===== src/rtl/hr_measure_ctrl.sv =====
// Heart-rate measurement sequencer: settle on start-up peaks, count peaks over a window, scale to BPM.
// Build option HR_AUTO_RESTART_EN: after each result, open the next window directly without a new start.
module hr_measure_ctrl #(
    parameter int WINDOW_CYCLES  = 400000000,
    parameter int BPM_MULT       = 6,
    parameter int DISCARD_PEAKS  = 3,
    parameter int TIMEOUT_CYCLES = 80000000,
    parameter int CNT_W          = 29
) (
    input  logic        clk,
    input  logic        reset,
    input  logic        start,
    input  logic        abort,
    input  logic        found_peak,
    output logic [11:0] heart_rate,
    output logic        rate_valid,
    output logic        busy,
    output logic        no_signal,
    output logic [7:0]  peak_count,
    output logic [2:0]  state
);
    // state   | meaning
    // IDLE    | waiting for start
    // SETTLE  | discarding start-up peaks
    // WINDOW  | counting peaks over the measurement window
    // COMPUTE | result published, rate_valid high for this one cycle
    // FAULT   | no peak seen within the timeout; waits for start
    typedef enum logic [2:0] {
        S_IDLE    = 3'd0,
        S_SETTLE  = 3'd1,
        S_WINDOW  = 3'd2,
        S_COMPUTE = 3'd3,
        S_FAULT   = 3'd4
    } state_t;

    localparam logic [CNT_W-1:0] WIN_LAST  = CNT_W'(WINDOW_CYCLES - 1);
    localparam logic [CNT_W-1:0] TMO_LAST  = CNT_W'(TIMEOUT_CYCLES - 1);
    localparam logic [7:0]       DISC_LAST = 8'((DISCARD_PEAKS > 0) ? DISCARD_PEAKS - 1 : 0);

    state_t           r_state;
    state_t           w_next;
    logic             r_found_peak_q;
    logic [CNT_W-1:0] r_cycle_cnt;
    logic [CNT_W-1:0] r_tmo_cnt;
    logic [7:0]       r_discard_cnt;
    logic [7:0]       r_peak_count;
    logic [7:0]       w_peak_count_nxt;
    logic [11:0]      r_heart_rate;
    logic [19:0]      w_product;
    logic             w_peak_evt;
    logic             w_timeout;
    logic             w_win_last;
    logic             w_start_meas;
    logic             w_clear_count;

    assign w_peak_evt = found_peak & ~r_found_peak_q;
    assign w_timeout  = ((r_state == S_SETTLE) || (r_state == S_WINDOW)) && (r_tmo_cnt == TMO_LAST);
    assign w_win_last = (r_state == S_WINDOW) && (r_cycle_cnt == WIN_LAST);

    always_comb begin
        w_next       = r_state;
        w_start_meas = 1'b0;
        if (abort) begin
            w_next = S_IDLE;
        end else begin
            unique case (r_state)
                S_IDLE, S_FAULT: begin
                    if (start) begin
                        w_start_meas = 1'b1;
                        w_next       = (DISCARD_PEAKS == 0) ? S_WINDOW : S_SETTLE;
                    end
                end
                S_SETTLE: begin
                    if (w_timeout)
                        w_next = S_FAULT;
                    else if (w_peak_evt && (r_discard_cnt == DISC_LAST))
                        w_next = S_WINDOW;
                end
                S_WINDOW: begin
                    if (w_timeout)
                        w_next = S_FAULT;
                    else if (w_win_last)
                        w_next = S_COMPUTE;
                end
                S_COMPUTE: begin
`ifdef HR_AUTO_RESTART_EN
                    w_next = S_WINDOW;
`else
                    w_next = S_IDLE;
`endif
                end
                default: w_next = S_IDLE;
            endcase
        end
    end

    assign w_clear_count = w_start_meas || ((r_state == S_COMPUTE) && (w_next == S_WINDOW));

    // Peaks only count while the window survives this cycle (abort and timeout take priority).
    always_comb begin
        w_peak_count_nxt = r_peak_count;
        if (w_clear_count)
            w_peak_count_nxt = '0;
        else if ((r_state == S_WINDOW) && w_peak_evt && !abort && !w_timeout && (r_peak_count != 8'hFF))
            w_peak_count_nxt = r_peak_count + 8'd1;
    end

    assign w_product = 20'(w_peak_count_nxt) * 20'(BPM_MULT);

    always_ff @(posedge clk) begin
        if (reset)
            r_state <= S_IDLE;
        else
            r_state <= w_next;
    end

    always_ff @(posedge clk) begin
        if (reset) begin
            r_found_peak_q <= 1'b0;
            r_cycle_cnt    <= '0;
            r_tmo_cnt      <= '0;
            r_discard_cnt  <= '0;
            r_peak_count   <= '0;
            r_heart_rate   <= '0;
        end else begin
            r_found_peak_q <= found_peak;
            r_peak_count   <= w_peak_count_nxt;

            if ((r_state == S_WINDOW) && (w_next == S_WINDOW))
                r_cycle_cnt <= r_cycle_cnt + CNT_W'(1);
            else
                r_cycle_cnt <= '0;

            // Timeout restarts on state entry and on every peak event.
            if (((w_next == S_SETTLE) || (w_next == S_WINDOW)) && (w_next == r_state) && !w_peak_evt)
                r_tmo_cnt <= r_tmo_cnt + CNT_W'(1);
            else
                r_tmo_cnt <= '0;

            if (w_next != S_SETTLE)
                r_discard_cnt <= '0;
            else if ((r_state == S_SETTLE) && w_peak_evt)
                r_discard_cnt <= r_discard_cnt + 8'd1;

            if ((r_state == S_WINDOW) && (w_next == S_COMPUTE))
                r_heart_rate <= (|w_product[19:12]) ? 12'hFFF : w_product[11:0];
        end
    end

    assign heart_rate = r_heart_rate;
    assign rate_valid = (r_state == S_COMPUTE);
    assign busy       = (r_state == S_SETTLE) || (r_state == S_WINDOW) || (r_state == S_COMPUTE);
    assign no_signal  = (r_state == S_FAULT);
    assign peak_count = r_peak_count;
    assign state      = r_state;
endmodule

===== config.mk =====
export PLATFORM = sky130hd
export DESIGN_NAME = hr_measure_ctrl
export DESIGN_NICKNAME = d
export VERILOG_FILES = /design/src/rtl/hr_measure_ctrl.sv
export SDC_FILE = /design/constraint.sdc
export NUM_CORES = 1
export LEC_CHECK = 0
export CAP_MARGIN = 25
export CORE_MARGIN = 4
export CORE_UTILIZATION = 50
export DETAILED_ROUTE_END_ITERATION = 12
export DONT_BUFFER_PORTS = 1
export PLACE_DENSITY_LB_ADDON = 0.3
export SETUP_SLACK_MARGIN = 0.15
export SYNTH_ARGS = -nofsm -noshare
export SYNTH_HDL_FRONTEND = slang
export SYNTH_SLANG_ARGS = --single-unit

===== constraint.sdc =====
create_clock -name clk -period 5.05 [get_ports clk]
set_input_delay 1.01 -clock clk [delete_from_list [all_inputs] [get_ports clk]]
set_output_delay 1.01 -clock clk [all_outputs]
set_load 0.05 [all_outputs]

==> results of run 1 <==
power breakdown:
part	internal (W)	switching (W)	total [W]	leakage, nW
Combinational	0.00000504	0.0000151	0.0000201	0.745
Sequential	0.000694	0.00000305	0.000697	0.709
Clock	0.000345	0.000256	0.000601	0.123
sequential cells by signal, indices dropped and copies added, names as in the netlist:
| signal | count |
|---|---|
| r_tmo_cnt | 29 |
| r_found_peak_q | 1 |
| heart_rate | 10 |
| state | 3 |
| peak_count | 8 |
| r_discard_cnt | 8 |
| r_cycle_cnt | 29 |
worst max-delay path: stages (launching register included):
cell,delay (ns)
sky130_fd_sc_hd__dfxtp_1,0.37
sky130_fd_sc_hd__or4_4,0.54
sky130_fd_sc_hd__nor4_4,0.41
sky130_fd_sc_hd__nand3_1,0.21
sky130_fd_sc_hd__nand2_1,0.16
sky130_fd_sc_hd__mux2_2,0.34
sky130_fd_sc_hd__nand2_1,0.13
sky130_fd_sc_hd__inv_1,0.09
sky130_fd_sc_hd__ha_1,0.20
sky130_fd_sc_hd__inv_1,0.07
sky130_fd_sc_hd__fa_1,0.20
sky130_fd_sc_hd__inv_1,0.06
sky130_fd_sc_hd__a21oi_1,0.12
sky130_fd_sc_hd__a211oi_1,0.07
sky130_fd_sc_hd__o21a_1,0.22
sky130_fd_sc_hd__or3_1,0.34
sky130_fd_sc_hd__a311oi_1,0.25
final timing paths:
| check | to | cells after the start | from | slack [ns] |
|---|---|---|---|---|
| min | r_cycle_cnt[0]$_SDFF_PP0_ | 1 | r_cycle_cnt[0]$_SDFF_PP0_ | 0.48 |
| max reg2reg | heart_rate[8]$_SDFFE_PP0P_ | 16 | r_tmo_cnt[16]$_SDFF_PP0_ | 1.22 |
| min reg2reg | r_cycle_cnt[0]$_SDFF_PP0_ | 1 | r_cycle_cnt[0]$_SDFF_PP0_ | 0.48 |
| max | heart_rate[8]$_SDFFE_PP0P_ | 16 | r_tmo_cnt[16]$_SDFF_PP0_ | 1.22 |
through the flow:
| stage | total power, W | util [%] | area, sq um | setup WS (ns) |
|---|---|---|---|---|
| after detailed placement | 0.000734 | 52.0 | 4540 | 1.20 |
| after floorplan | 0.000732 | - | 4490 | 1.52 |
| after global routing | 0.00137 | 54.9 | 4790 | 0.842 |
| after CTS | 0.00133 | 54.9 | 4790 | 1.22 |
| final | 0.00132 | 54.9 | 4790 | 1.22 |
| after global placement | 0.000733 | 52.0 | 4540 | 1.30 |
cells by family (layout without fill, tap and decap cells):
| family | count (synthesis) | after routing |
|---|---|---|
| compound gates | 56 | 56 |
| flops | 88 | 88 |
| fa+ha+maj | 12 | 12 |
| other cells | 1 | 2 |
| xor+xnor | 67 | 67 |
| buf+inv | 32 | 33 |
| mux | 2 | 2 |
| simple gates | 270 | 270 |
final cells by class:
class | count | share of cell area (%)
Clock buffer | 10 | 2.87
Clock inverter | 6 | 2.40
Inverter | 15 | 1.18
Multi-Input combinational cell | 409 | 53.6
Sequential cell | 88 | 36.8
Tap cell | 108 | 2.82
Timing Repair Buffer | 2 | 0.314
cells in the final DEF, fill, tap and decap left out, types with 7 or more instances in the layout:
master and n:
sky130_fd_sc_hd__nor2_1 99, sky130_fd_sc_hd__dfxtp_1 88, sky130_fd_sc_hd__nand2_1 40, sky130_fd_sc_hd__xor2_1 36
sky130_fd_sc_hd__nand3_1 35, sky130_fd_sc_hd__xnor2_1 31, sky130_fd_sc_hd__nand4_1 17, sky130_fd_sc_hd__inv_1 15
sky130_fd_sc_hd__nor3_1 13, sky130_fd_sc_hd__a21oi_1 11, sky130_fd_sc_hd__ha_1 11, sky130_fd_sc_hd__clkbuf_8 10
sky130_fd_sc_hd__o21ai_0 8, sky130_fd_sc_hd__a211oi_1 8, sky130_fd_sc_hd__nor2b_1 8, sky130_fd_sc_hd__and4_1 7
routing by layer:
layer | vias up | part of all wire, % | GRT usage, %
met4 | 0 | 1.1 | 4.64
met2 | 40 | 46 | 27.7
met1 | 1668 | 48 | 22.9
met5 | - | 0 | 0
met3 | 8 | 5.2 | 6.63
li1 | 1821 | - | -
==> metrics.txt, run 1 <==
# TYPE chip_impl_metric gauge
chip_impl_metric{name="finish.net_count",unit=""} 542
chip_impl_metric{name="dp_cells",unit=""} 622
chip_impl_metric{name="post_synth_xor_xnor_area",unit="%"} 13.1
chip_impl_metric{name="ys_async_sr_fraction",unit="%"} 0
chip_impl_metric{name="post_synth_instance_area",unit="sq mm"} 0.00448
chip_impl_metric{name="grt_antenna_before_repair",unit=""} 0
chip_impl_metric{name="post_synth_inst_count",unit=""} 528
chip_impl_metric{name="tritoncts_num_sinks",unit=""} 88
chip_impl_metric{name="postCtsHoldBufs",unit=""} 0
chip_impl_metric{name="chipHeight",unit="um"} 103
chip_impl_metric{name="ff_latch_area",unit="sq mm"} 0.00176
chip_impl_metric{name="final.setup_skew",unit="ns"} 0.00843
chip_impl_metric{name="pin_count_of_the_biggest_net_entering_global_routing",unit=""} 30
chip_impl_metric{name="drt_drc_violations_left",unit=""} 0
chip_impl_metric{name="final-max-slew-violation-count",unit=""} 0
chip_impl_info{name="synthFlopType",value="sky130_fd_sc_hd__dfxtp_1"} 1
chip_impl_metric{name="routed_via_density",unit=""} 5.54
chip_impl_metric{name="finalSetupTns",unit="ns"} 0
chip_impl_metric{name="i_o_buffers",unit=""} 0
chip_impl_metric{name="clock.fmax",unit="MHz"} 261
chip_impl_info{name="yosysMostFrequentCell",value="sky130_fd_sc_hd__nor2_1"} 1
chip_impl_metric{name="gpl.final_weighted_congestion",unit=""} 0.915
chip_impl_metric{name="fin_worst_hold_slack",unit="ns"} 0.476
chip_impl_metric{name="synth_cell_types",unit=""} 60
chip_impl_metric{name="flow.area_growth_from_synthesis",unit="%"} 6.81
chip_impl_metric{name="first_pass_iters",unit=""} 4
chip_impl_metric{name="n_fill_cell",unit=""} 806
chip_impl_metric{name="htreeDepth",unit=""} 3
chip_impl_metric{name="post-cts-setup-buffers",unit=""} 0
chip_impl_metric{name="fin_cells",unit=""} 638
chip_impl_metric{name="peakVddDrop",unit="mV"} 0.158
chip_impl_metric{name="clockBufferDepth",unit=""} 2
chip_impl_metric{name="synth_seq_area_share",unit="%"} 39.3
chip_impl_metric{name="worst-endpoint-arrival",unit="ns"} 4.11
chip_impl_info{name="netlist.top_cell.by_area",value="sky130_fd_sc_hd__dfxtp_1"} 1
chip_impl_metric{name="synth.avg_cell_area",unit="sq um"} 8.49
chip_impl_metric{name="min_period",unit="ns"} 3.83
chip_impl_metric{name="routed-via-count",unit=""} 3537
chip_impl_metric{name="yosys-mux-area-fraction",unit="%"} 0.474
chip_impl_metric{name="antennaDiodeCount",unit=""} 0
chip_impl_metric{name="worst-slew-pin-transition",unit="ns"} 0.964
chip_impl_metric{name="fp.dieW",unit="um"} 103
chip_impl_metric{name="crit_fanout",unit=""} 6
chip_impl_metric{name="clk_latency",unit="ns"} 0.36
chip_impl_info{name="netlist_top_cells_area",value="sky130_fd_sc_hd__dfxtp_1 39%, sky130_fd_sc_hd__nor2_1 8.3%, sky130_fd_sc_hd__xor2_1 7.0%"} 1
chip_impl_metric{name="grt_first_pass_wirelength",unit="mm"} 14.9
chip_impl_metric{name="vias_in_the_first_global_route",unit=""} 3268
chip_impl_metric{name="finalHoldViolations",unit=""} 0
chip_impl_metric{name="crit_required",unit="ns"} 5.33
chip_impl_metric{name="finalCritPeriodShare",unit="%"} 75.9
chip_impl_metric{name="ys.warnings.count",unit=""} 0
chip_impl_info{name="setup.worst_path.start_class",value="flop"} 1
chip_impl_metric{name="leak",unit="nW"} 1.58
chip_impl_metric{name="pwr_density_cell",unit="mW/mm^2"} 275
chip_impl_info{name="synth_top_cells_by_count",value="99 x sky130_fd_sc_hd__nor2_1, 88 x sky130_fd_sc_hd__dfxtp_1, 40 x sky130_fd_sc_hd__nand2_1, 36 x sky130_fd_sc_hd__xor2_1, 35 x sky130_fd_sc_hd__nand3_1"} 1
chip_impl_info{name="synth_top_family_by_area",value="simple AND/OR/NAND/NOR gates"} 1
chip_impl_metric{name="io_pins",unit=""} 31
chip_impl_metric{name="grt_overflow",unit=""} 0
chip_impl_metric{name="total_of_max_cap_violations",unit=""} 0
chip_impl_metric{name="post_route_cells_drive_above_1_share",unit="%"} 6.23
chip_impl_metric{name="cts.reportedPaths.clkPinSlew",unit="ns"} 0.09
chip_impl_metric{name="multi_input_comb_area",unit="sq mm"} 0.00257
chip_impl_metric{name="synth-seq-cells",unit=""} 88
chip_impl_metric{name="maxSlewHeadroom",unit="%"} 34.1
chip_impl_metric{name="synth_simple_gate_area_share",unit="%"} 31.4
chip_impl_info{name="cts_tree",value="done"} 1
chip_impl_metric{name="fp.dieArea",unit="sq mm"} 0.0105
chip_impl_metric{name="initial_utilization",unit="%"} 51.4
chip_impl_metric{name="number_of_flops_mapped_to_enable_cells_by_yosys",unit=""} 0
chip_impl_metric{name="synth-compound-area-share",unit="%"} 8.65
chip_impl_metric{name="wl_per_cell",unit="um"} 13.7
chip_impl_info{name="outcome",value="completed"} 1
chip_impl_info{name="criticalPathCategory",value="flop to flop"} 1
chip_impl_metric{name="synth_top_area_share",unit="%"} 39.3
chip_impl_metric{name="antenna_left",unit=""} 0
chip_impl_metric{name="post_cts.resized_instances",unit=""} 0
chip_impl_info{name="grt_setup_unrepaired",value="no"} 1
chip_impl_metric{name="rows",unit=""} 34
chip_impl_metric{name="cts_made_buffers",unit=""} 9
chip_impl_metric{name="detailedPlacementHpwl",unit="mm"} 6.41
chip_impl_info{name="timing.critical_path.to_type",value="flop"} 1
chip_impl_metric{name="synthAdderAreaFrac",unit="%"} 3.52
chip_impl_metric{name="core",unit="sq mm"} 0.00872
chip_impl_metric{name="setup_viol",unit=""} 0
chip_impl_metric{name="detailedRoute.firstIterationViolations",unit=""} 118
chip_impl_metric{name="overall_global_routing_usage",unit="%"} 17.6
chip_impl_info{name="hold_class",value="flop to flop"} 1
chip_impl_metric{name="routed_wirelength",unit="mm"} 8.74
chip_impl_info{name="ctsRootBufferMaster",value="sky130_fd_sc_hd__clkbuf_8"} 1
No activity file was read; power rests on OpenSTA's default activity.
==> run 2, diff against run 1 <==
- clock period: 5.05 -> 3.2 ns (I/O delays scaled with it)
==> metrics.txt, run 2 (synthesized netlist as in run 1, its figures left out) <==
# TYPE chip_impl_metric gauge
chip_impl_metric{name="cts.reportedPaths.clkPinSlew",unit="ns"} 0.10
chip_impl_metric{name="grt_antenna_before_repair",unit=""} 0
chip_impl_info{name="timing.critical_path.to_type",value="flop"} 1
chip_impl_metric{name="gpl.final_weighted_congestion",unit=""} 0.857
chip_impl_metric{name="crit_fanout",unit=""} 2
chip_impl_metric{name="worst-slew-pin-transition",unit="ns"} 0.666
chip_impl_metric{name="drt_drc_violations_left",unit=""} 0
chip_impl_metric{name="routed-via-count",unit=""} 3815
chip_impl_info{name="hold_class",value="primary input to flop"} 1
chip_impl_metric{name="peakVddDrop",unit="mV"} 0.282
chip_impl_info{name="grt_setup_unrepaired",value="yes"} 1
chip_impl_metric{name="finish.instance_area",unit="sq mm"} 0.00538
chip_impl_metric{name="finish.net_count",unit=""} 606
chip_impl_info{name="violations_in_the_final_reports",value="negative setup slack"} 1
chip_impl_metric{name="fin_cells",unit=""} 702
chip_impl_metric{name="fp.dieArea",unit="sq mm"} 0.0105
chip_impl_metric{name="post_route_cells_drive_above_1_share",unit="%"} 22.2
chip_impl_metric{name="r2r_slack",unit="ns"} -0.10
chip_impl_metric{name="rows",unit=""} 34
chip_impl_info{name="hold_start",value="reset"} 1
chip_impl_metric{name="grt_overflow",unit=""} 0
chip_impl_metric{name="finalCritPeriodShare",unit="%"} 103
chip_impl_metric{name="pin_count_of_the_biggest_net_entering_global_routing",unit=""} 30
chip_impl_info{name="outcome",value="finished, violations left"} 1
chip_impl_metric{name="final-max-slew-violation-count",unit=""} 0
chip_impl_info{name="worst_path_max_delay_cell",value="sky130_fd_sc_hd__or4b_4"} 1
chip_impl_metric{name="vias_in_the_first_global_route",unit=""} 3661
chip_impl_info{name="cts_tree",value="done"} 1
chip_impl_metric{name="crit_path_max_incr_delay",unit="ns"} 0.54
chip_impl_metric{name="postLayoutCoreUtil",unit="%"} 61.7
chip_impl_info{name="criticalPathCategory",value="flop to flop"} 1
chip_impl_metric{name="detailedRoute.firstIterationViolations",unit=""} 94
chip_impl_metric{name="htreeDepth",unit=""} 3
chip_impl_metric{name="antennaDiodeCount",unit=""} 0
chip_impl_metric{name="postCtsHoldBufs",unit=""} 0
chip_impl_info{name="cp_most_frequent_cell",value="sky130_fd_sc_hd__inv_2"} 1
chip_impl_metric{name="whs_path_depth",unit=""} 1
chip_impl_metric{name="detailedPlacementHpwl",unit="mm"} 7.22
chip_impl_metric{name="clock.fmax",unit="MHz"} 303
chip_impl_metric{name="final.setup_skew",unit="ns"} 0.0223
chip_impl_info{name="worst_r2r_startpoint",value="r_tmo_cnt[28]$_SDFF_PP0_"} 1
chip_impl_metric{name="crit_required",unit="ns"} 3.49
chip_impl_metric{name="grt_first_pass_wirelength",unit="mm"} 16.6
chip_impl_metric{name="chipHeight",unit="um"} 103
chip_impl_metric{name="wl_per_cell",unit="um"} 14.0
chip_impl_metric{name="antenna_left",unit=""} 0
chip_impl_info{name="mostFrequentLayoutCell",value="sky130_fd_sc_hd__nor2_1"} 1
chip_impl_metric{name="overall_global_routing_usage",unit="%"} 19.5
chip_impl_info{name="ctsRootBufferMaster",value="sky130_fd_sc_hd__clkbuf_8"} 1
chip_impl_metric{name="min_period",unit="ns"} 3.30
chip_impl_metric{name="tritoncts_num_sinks",unit=""} 88
chip_impl_metric{name="cts_made_buffers",unit=""} 9
chip_impl_metric{name="finalHoldViolations",unit=""} 0
chip_impl_metric{name="dp_cells",unit=""} 684
chip_impl_info{name="worstHoldEndpoint",value="heart_rate[10]$_SDFFE_PP0P_"} 1
chip_impl_metric{name="pwr_density_cell",unit="mW/mm^2"} 348
chip_impl_metric{name="clockBufferDepth",unit=""} 2
chip_impl_metric{name="leak",unit="nW"} 1.90
chip_impl_info{name="setup.worst_path.start_class",value="flop"} 1
chip_impl_metric{name="maxSlewHeadroom",unit="%"} 55.2
chip_impl_metric{name="routed_wirelength",unit="mm"} 9.85
chip_impl_metric{name="fp.dieW",unit="um"} 103
chip_impl_metric{name="worst-endpoint-arrival",unit="ns"} 3.59
chip_impl_metric{name="layout_setup_ws",unit="ns"} -0.100
chip_impl_metric{name="total_of_max_cap_violations",unit=""} 0
chip_impl_metric{name="routed_via_density",unit=""} 5.43
chip_impl_metric{name="first_pass_iters",unit=""} 4
chip_impl_metric{name="core",unit="sq mm"} 0.00872
chip_impl_info{name="worst_path_cell_trace",value="or4b_4 > nor4_4 > nand3_2 > nand2_2 > mux2_4 > nand2_4 > inv_4 > ha_4 > inv_2 > fa_2 > inv_2 > a21oi_2 > a211oi_1 > o21a_1 > or3_1 > a311oi_1"} 1
chip_impl_metric{name="i_o_buffers",unit=""} 0
chip_impl_info{name="mostFrequentLayoutCells",value="97 x sky130_fd_sc_hd__nor2_1, 82 x sky130_fd_sc_hd__dfxtp_1, 64 x sky130_fd_sc_hd__buf_4"} 1
chip_impl_metric{name="initial_utilization",unit="%"} 51.4
chip_impl_metric{name="clk_latency",unit="ns"} 0.37
chip_impl_metric{name="setup_viol",unit=""} 2
chip_impl_metric{name="detailed_place.area",unit="sq mm"} 0.00507
chip_impl_metric{name="io_pins",unit=""} 31
chip_impl_metric{name="worstRegToRegCells",unit=""} 16
chip_impl_info{name="r2r-end",value="heart_rate[8]$_SDFFE_PP0P_"} 1
chip_impl_metric{name="finalSetupTns",unit="ns"} -0.122
chip_impl_metric{name="flow.area_growth_from_synthesis",unit="%"} 20.0
==> run 2: how the worst max path moves through the flow <==
stage | from | end | slack [ns] | depth (start not counted)
final | r_tmo_cnt[28]$_SDFF_PP0_ | heart_rate[8]$_SDFFE_PP0P_ | -0.10 | 16
after detailed placement | r_tmo_cnt[19]$_SDFF_PP0_ | heart_rate[8]$_SDFFE_PP0P_ | -0.20 | 16
after CTS | r_tmo_cnt[16]$_SDFF_PP0_ | heart_rate[8]$_SDFFE_PP0P_ | -0.11 | 16
after global routing | r_tmo_cnt[28]$_SDFF_PP0_ | heart_rate[8]$_SDFFE_PP0P_ | -0.26 | 16
after floorplan | r_tmo_cnt[28]$_SDFF_PP0_ | heart_rate[8]$_SDFFE_PP0P_ | -0.14 | 16
after global placement | r_tmo_cnt[19]$_SDFF_PP0_ | heart_rate[8]$_SDFFE_PP0P_ | -0.12 | 16
==> run 2: worst max-delay path, delay by kind of cell (launching register included) <==
kind	cells	cell delay [ns]
and+or+nand+nor	6	1.54
AOI/OAI and AO/OA	4	0.56
adders and majority gates	2	0.35
DFF	1	0.33
muxes	1	0.32
buffers and inverters	3	0.14
==> run 2: routing by layer <==
layer,global-route usage (%),share of wire [%],vias to the layer above
li1,-,-,1950
met1,25.6,47,1810
met2,32.1,48,48
met3,4.94,3.6,7
met4,4.94,0.73,0
met5,0,0,-
==> run 2: area by class of cell <==
type | count | area [sq um]
Tap cell | 108 | 135
Clock buffer | 11 | 151
Sequential cell | 88 | 1770
Fill cell | 747 | 3340
Clock inverter | 5 | 40.0
Timing Repair Buffer | 66 | 503
Inverter | 15 | 58.8
Multi-Input combinational cell | 409 | 2720
==> run 2: what timing repair did <==
action	in CTS	in global routing
endpoints found under the setup margin	6	64
setup buffers	1	1
pin swaps	13	6
resized for setup	6	21
==> run 2: through the flow <==
step	hold slack (ns)	power [W]	worst slack, ns
after floorplan	0.438	0.00116	-0.144
after global placement	0.454	0.00116	-0.120
after detailed placement	0.460	0.00116	-0.196
after CTS	0.317	0.00189	-0.106
after global routing	0.301	0.00195	-0.265
final	0.322	0.00187	-0.100
==> run 2: power breakdown <==
part	internal (W)	switching [W]	total, W
Clock	0.000329	0.000409	0.000738
Combinational	0.0000106	0.0000291	0.0000397
Sequential	0.00110	0.00000132	0.00110
Total	0.00143	0.000440	0.00187
==> run 3, diff against run 2 <==
- clock period: 3.2 -> 3.9 ns (I/O delays scaled with it)
==> metrics.txt, run 3 (synthesized netlist as in run 1, its figures left out) <==
# TYPE chip_impl_metric gauge
chip_impl_info{name="outcome",value="completed"} 1
chip_impl_metric{name="routed_via_density",unit=""} 5.55
chip_impl_metric{name="clockBufferDepth",unit=""} 2
chip_impl_info{name="mostFrequentLayoutCells",value="99 x sky130_fd_sc_hd__nor2_1, 85 x sky130_fd_sc_hd__dfxtp_1, 38 x sky130_fd_sc_hd__nand2_1"} 1
chip_impl_metric{name="core",unit="sq mm"} 0.00872
chip_impl_metric{name="gpl.final_weighted_congestion",unit=""} 0.892
chip_impl_info{name="worst_path_max_delay_cell",value="sky130_fd_sc_hd__or4b_4"} 1
chip_impl_metric{name="fp.dieArea",unit="sq mm"} 0.0105
chip_impl_metric{name="critical_path_buffer_and_inverter_count",unit=""} 3
chip_impl_metric{name="crit_fanout",unit=""} 5
chip_impl_metric{name="detailedPlacementHpwl",unit="mm"} 6.95
chip_impl_metric{name="finalCritPeriodShare",unit="%"} 92.5
chip_impl_info{name="crit_family",value="simple AND/OR/NAND/NOR gates"} 1
chip_impl_metric{name="total_of_max_cap_violations",unit=""} 0
chip_impl_metric{name="finalSetupTns",unit="ns"} 0
chip_impl_metric{name="clk_latency",unit="ns"} 0.36
chip_impl_metric{name="initial_utilization",unit="%"} 51.4
chip_impl_metric{name="grt_antenna_before_repair",unit=""} 0
chip_impl_metric{name="worstRegToRegCells",unit=""} 16
chip_impl_metric{name="fin_cells",unit=""} 655
chip_impl_metric{name="leak",unit="nW"} 1.65
chip_impl_metric{name="detailedRoute.firstIterationViolations",unit=""} 121
chip_impl_info{name="cp_most_frequent_cell",value="sky130_fd_sc_hd__inv_1"} 1
chip_impl_metric{name="antennaDiodeCount",unit=""} 0
chip_impl_info{name="cts_tree",value="done"} 1
chip_impl_metric{name="cts_made_buffers",unit=""} 9
chip_impl_metric{name="pwr_density_cell",unit="mW/mm^2"} 325
chip_impl_info{name="setup.worst_path.start_class",value="flop"} 1
chip_impl_metric{name="cts.reportedPaths.clkPinSlew",unit="ns"} 0.10
chip_impl_metric{name="post_route_cells_drive_above_1_share",unit="%"} 11.0
chip_impl_metric{name="whs_path_depth",unit=""} 1
chip_impl_metric{name="wl_per_cell",unit="um"} 14.3
chip_impl_metric{name="antenna_left",unit=""} 0
chip_impl_info{name="mostFrequentLayoutCell",value="sky130_fd_sc_hd__nor2_1"} 1
chip_impl_metric{name="fp.dieW",unit="um"} 103
chip_impl_metric{name="crit_path_max_incr_delay",unit="ns"} 0.55
chip_impl_metric{name="overall_global_routing_usage",unit="%"} 18.2
chip_impl_metric{name="grt_first_pass_wirelength",unit="mm"} 15.6
chip_impl_metric{name="flow.area_growth_from_synthesis",unit="%"} 9.21
chip_impl_metric{name="clock.fmax",unit="MHz"} 277
chip_impl_metric{name="maxSlewHeadroom",unit="%"} 35.9
chip_impl_metric{name="rows",unit=""} 34
chip_impl_metric{name="finish.net_count",unit=""} 559
chip_impl_metric{name="vias_in_the_first_global_route",unit=""} 3477
chip_impl_metric{name="postCtsHoldBufs",unit=""} 0
chip_impl_info{name="worst_path_cell_trace",value="or4b_4 > nor4_4 > nand3_2 > nand2_2 > mux2_2 > nand2_2 > inv_1 > ha_1 > inv_1 > fa_2 > inv_1 > a21oi_1 > a211oi_1 > o21a_1 > or3_1 > a311oi_2"} 1
chip_impl_metric{name="peakVddDrop",unit="mV"} 0.228
chip_impl_metric{name="final.setup_skew",unit="ns"} 0.0174
chip_impl_metric{name="final-max-slew-violation-count",unit=""} 0
chip_impl_metric{name="i_o_buffers",unit=""} 0
chip_impl_metric{name="worst-slew-pin-transition",unit="ns"} 0.962
chip_impl_metric{name="crit_required",unit="ns"} 4.18
chip_impl_metric{name="tritoncts_num_sinks",unit=""} 88
chip_impl_metric{name="dp_cells",unit=""} 638
chip_impl_metric{name="htreeDepth",unit=""} 3
chip_impl_metric{name="io_pins",unit=""} 31
chip_impl_metric{name="pin_count_of_the_biggest_net_entering_global_routing",unit=""} 30
chip_impl_metric{name="finalHoldViolations",unit=""} 0
chip_impl_info{name="grt_setup_unrepaired",value="yes"} 1
chip_impl_metric{name="routed-via-count",unit=""} 3634
chip_impl_info{name="ctsRootBufferMaster",value="sky130_fd_sc_hd__clkbuf_8"} 1
chip_impl_metric{name="routed_wirelength",unit="mm"} 9.34
chip_impl_metric{name="worst-endpoint-arrival",unit="ns"} 3.89
chip_impl_metric{name="min_period",unit="ns"} 3.61
chip_impl_metric{name="setup_viol",unit=""} 0
chip_impl_metric{name="chipHeight",unit="um"} 103
chip_impl_info{name="timing.critical_path.to_type",value="flop"} 1
chip_impl_metric{name="first_pass_iters",unit=""} 4
chip_impl_metric{name="grt_overflow",unit=""} 0
chip_impl_metric{name="drt_drc_violations_left",unit=""} 0
chip_impl_metric{name="cp_num_cells",unit=""} 16
chip_impl_info{name="hold_class",value="primary input to flop"} 1
chip_impl_info{name="criticalPathCategory",value="flop to flop"} 1
-- run 3: cell count changes in the layout (fill, tap and decap cells not counted), moves of 3 or more --
cell / previous run / this run
sky130_fd_sc_hd__ha_4: 3 / 0
sky130_fd_sc_hd__o21ai_0: 4 / 8
sky130_fd_sc_hd__inv_1: 11 / 15
sky130_fd_sc_hd__inv_2: 3 / 0
sky130_fd_sc_hd__clkinvlp_4: 3 / 0
sky130_fd_sc_hd__o21ai_1: 3 / 0
sky130_fd_sc_hd__dfxtp_2: 6 / 3
sky130_fd_sc_hd__a21oi_1: 7 / 10
sky130_fd_sc_hd__buf_4: 64 / 19
sky130_fd_sc_hd__dfxtp_1: 82 / 85
-- run 3: report_power, final --
part / internal (W) / switching (W)
logic: 0.00000722 / 0.0000224
clock network: 0.000318 / 0.000343
registers: 0.000899 / 0.00000136
-- run 3: through the flow --
| step | util (%) | hold WS, ns | total power [W] | instance area (sq um) | worst slack [ns] |
|---|---|---|---|---|---|
| 6_report | 56.1 | 0.471 | 0.00159 | 4900 | 0.294 |
| 5_1_grt | 56.1 | 0.456 | 0.00164 | 4900 | 0.0979 |
| 4_1_cts | 55.7 | 0.458 | 0.00161 | 4860 | 0.185 |
| 3_5_place_dp | 53.4 | 0.468 | 0.000951 | 4660 | 0.190 |
| 3_3_place_gp | 53.4 | 0.454 | 0.000951 | 4660 | 0.314 |
| 2_1_floorplan | - | 0.438 | 0.000948 | 4490 | 0.372 |
-- run 3: layer usage --
metal / share of wire [%] / routed length (um) / GRT usage [%] / vias up
li1: - / - / - / 1851
met1: 44 / 4130 / 22.9 / 1703
met2: 48 / 4450 / 30.0 / 68
met3: 6.7 / 622 / 5.68 / 12
met4: 1.4 / 127 / 5.25 / 0
met5: 0 / 0 / 0 / -
-- run 3: final cells by class --
type	instances	area, sq um
Clock inverter	6	66.3
Sequential cell	88	1770
Timing Repair Buffer	19	143
Inverter	15	56.3
Clock buffer	10	138
Tap cell	108	135
Fill cell	816	3820
Multi-Input combinational cell	409	2590
-- run 3: final timing paths --
path                                  from                          to  slack [ns]
hold / removal                       reset  heart_rate[8]$_SDFFE_PP0P_        0.47
setup / recovery  r_tmo_cnt[21]$_SDFF_PP0_  heart_rate[8]$_SDFFE_PP0P_        0.29
setup reg to reg  r_tmo_cnt[21]$_SDFF_PP0_  heart_rate[8]$_SDFFE_PP0P_        0.29
hold reg to reg    r_tmo_cnt[0]$_SDFF_PP0_     r_tmo_cnt[0]$_SDFF_PP0_        0.49
-- run 3: what timing repair did --
| item | in CTS | in global routing |
|---|---|---|
| gates resized for setup | 0 | 10 |
| setup endpoints to repair | 0 | 4 |
| buffers inserted | 0 | 1 |
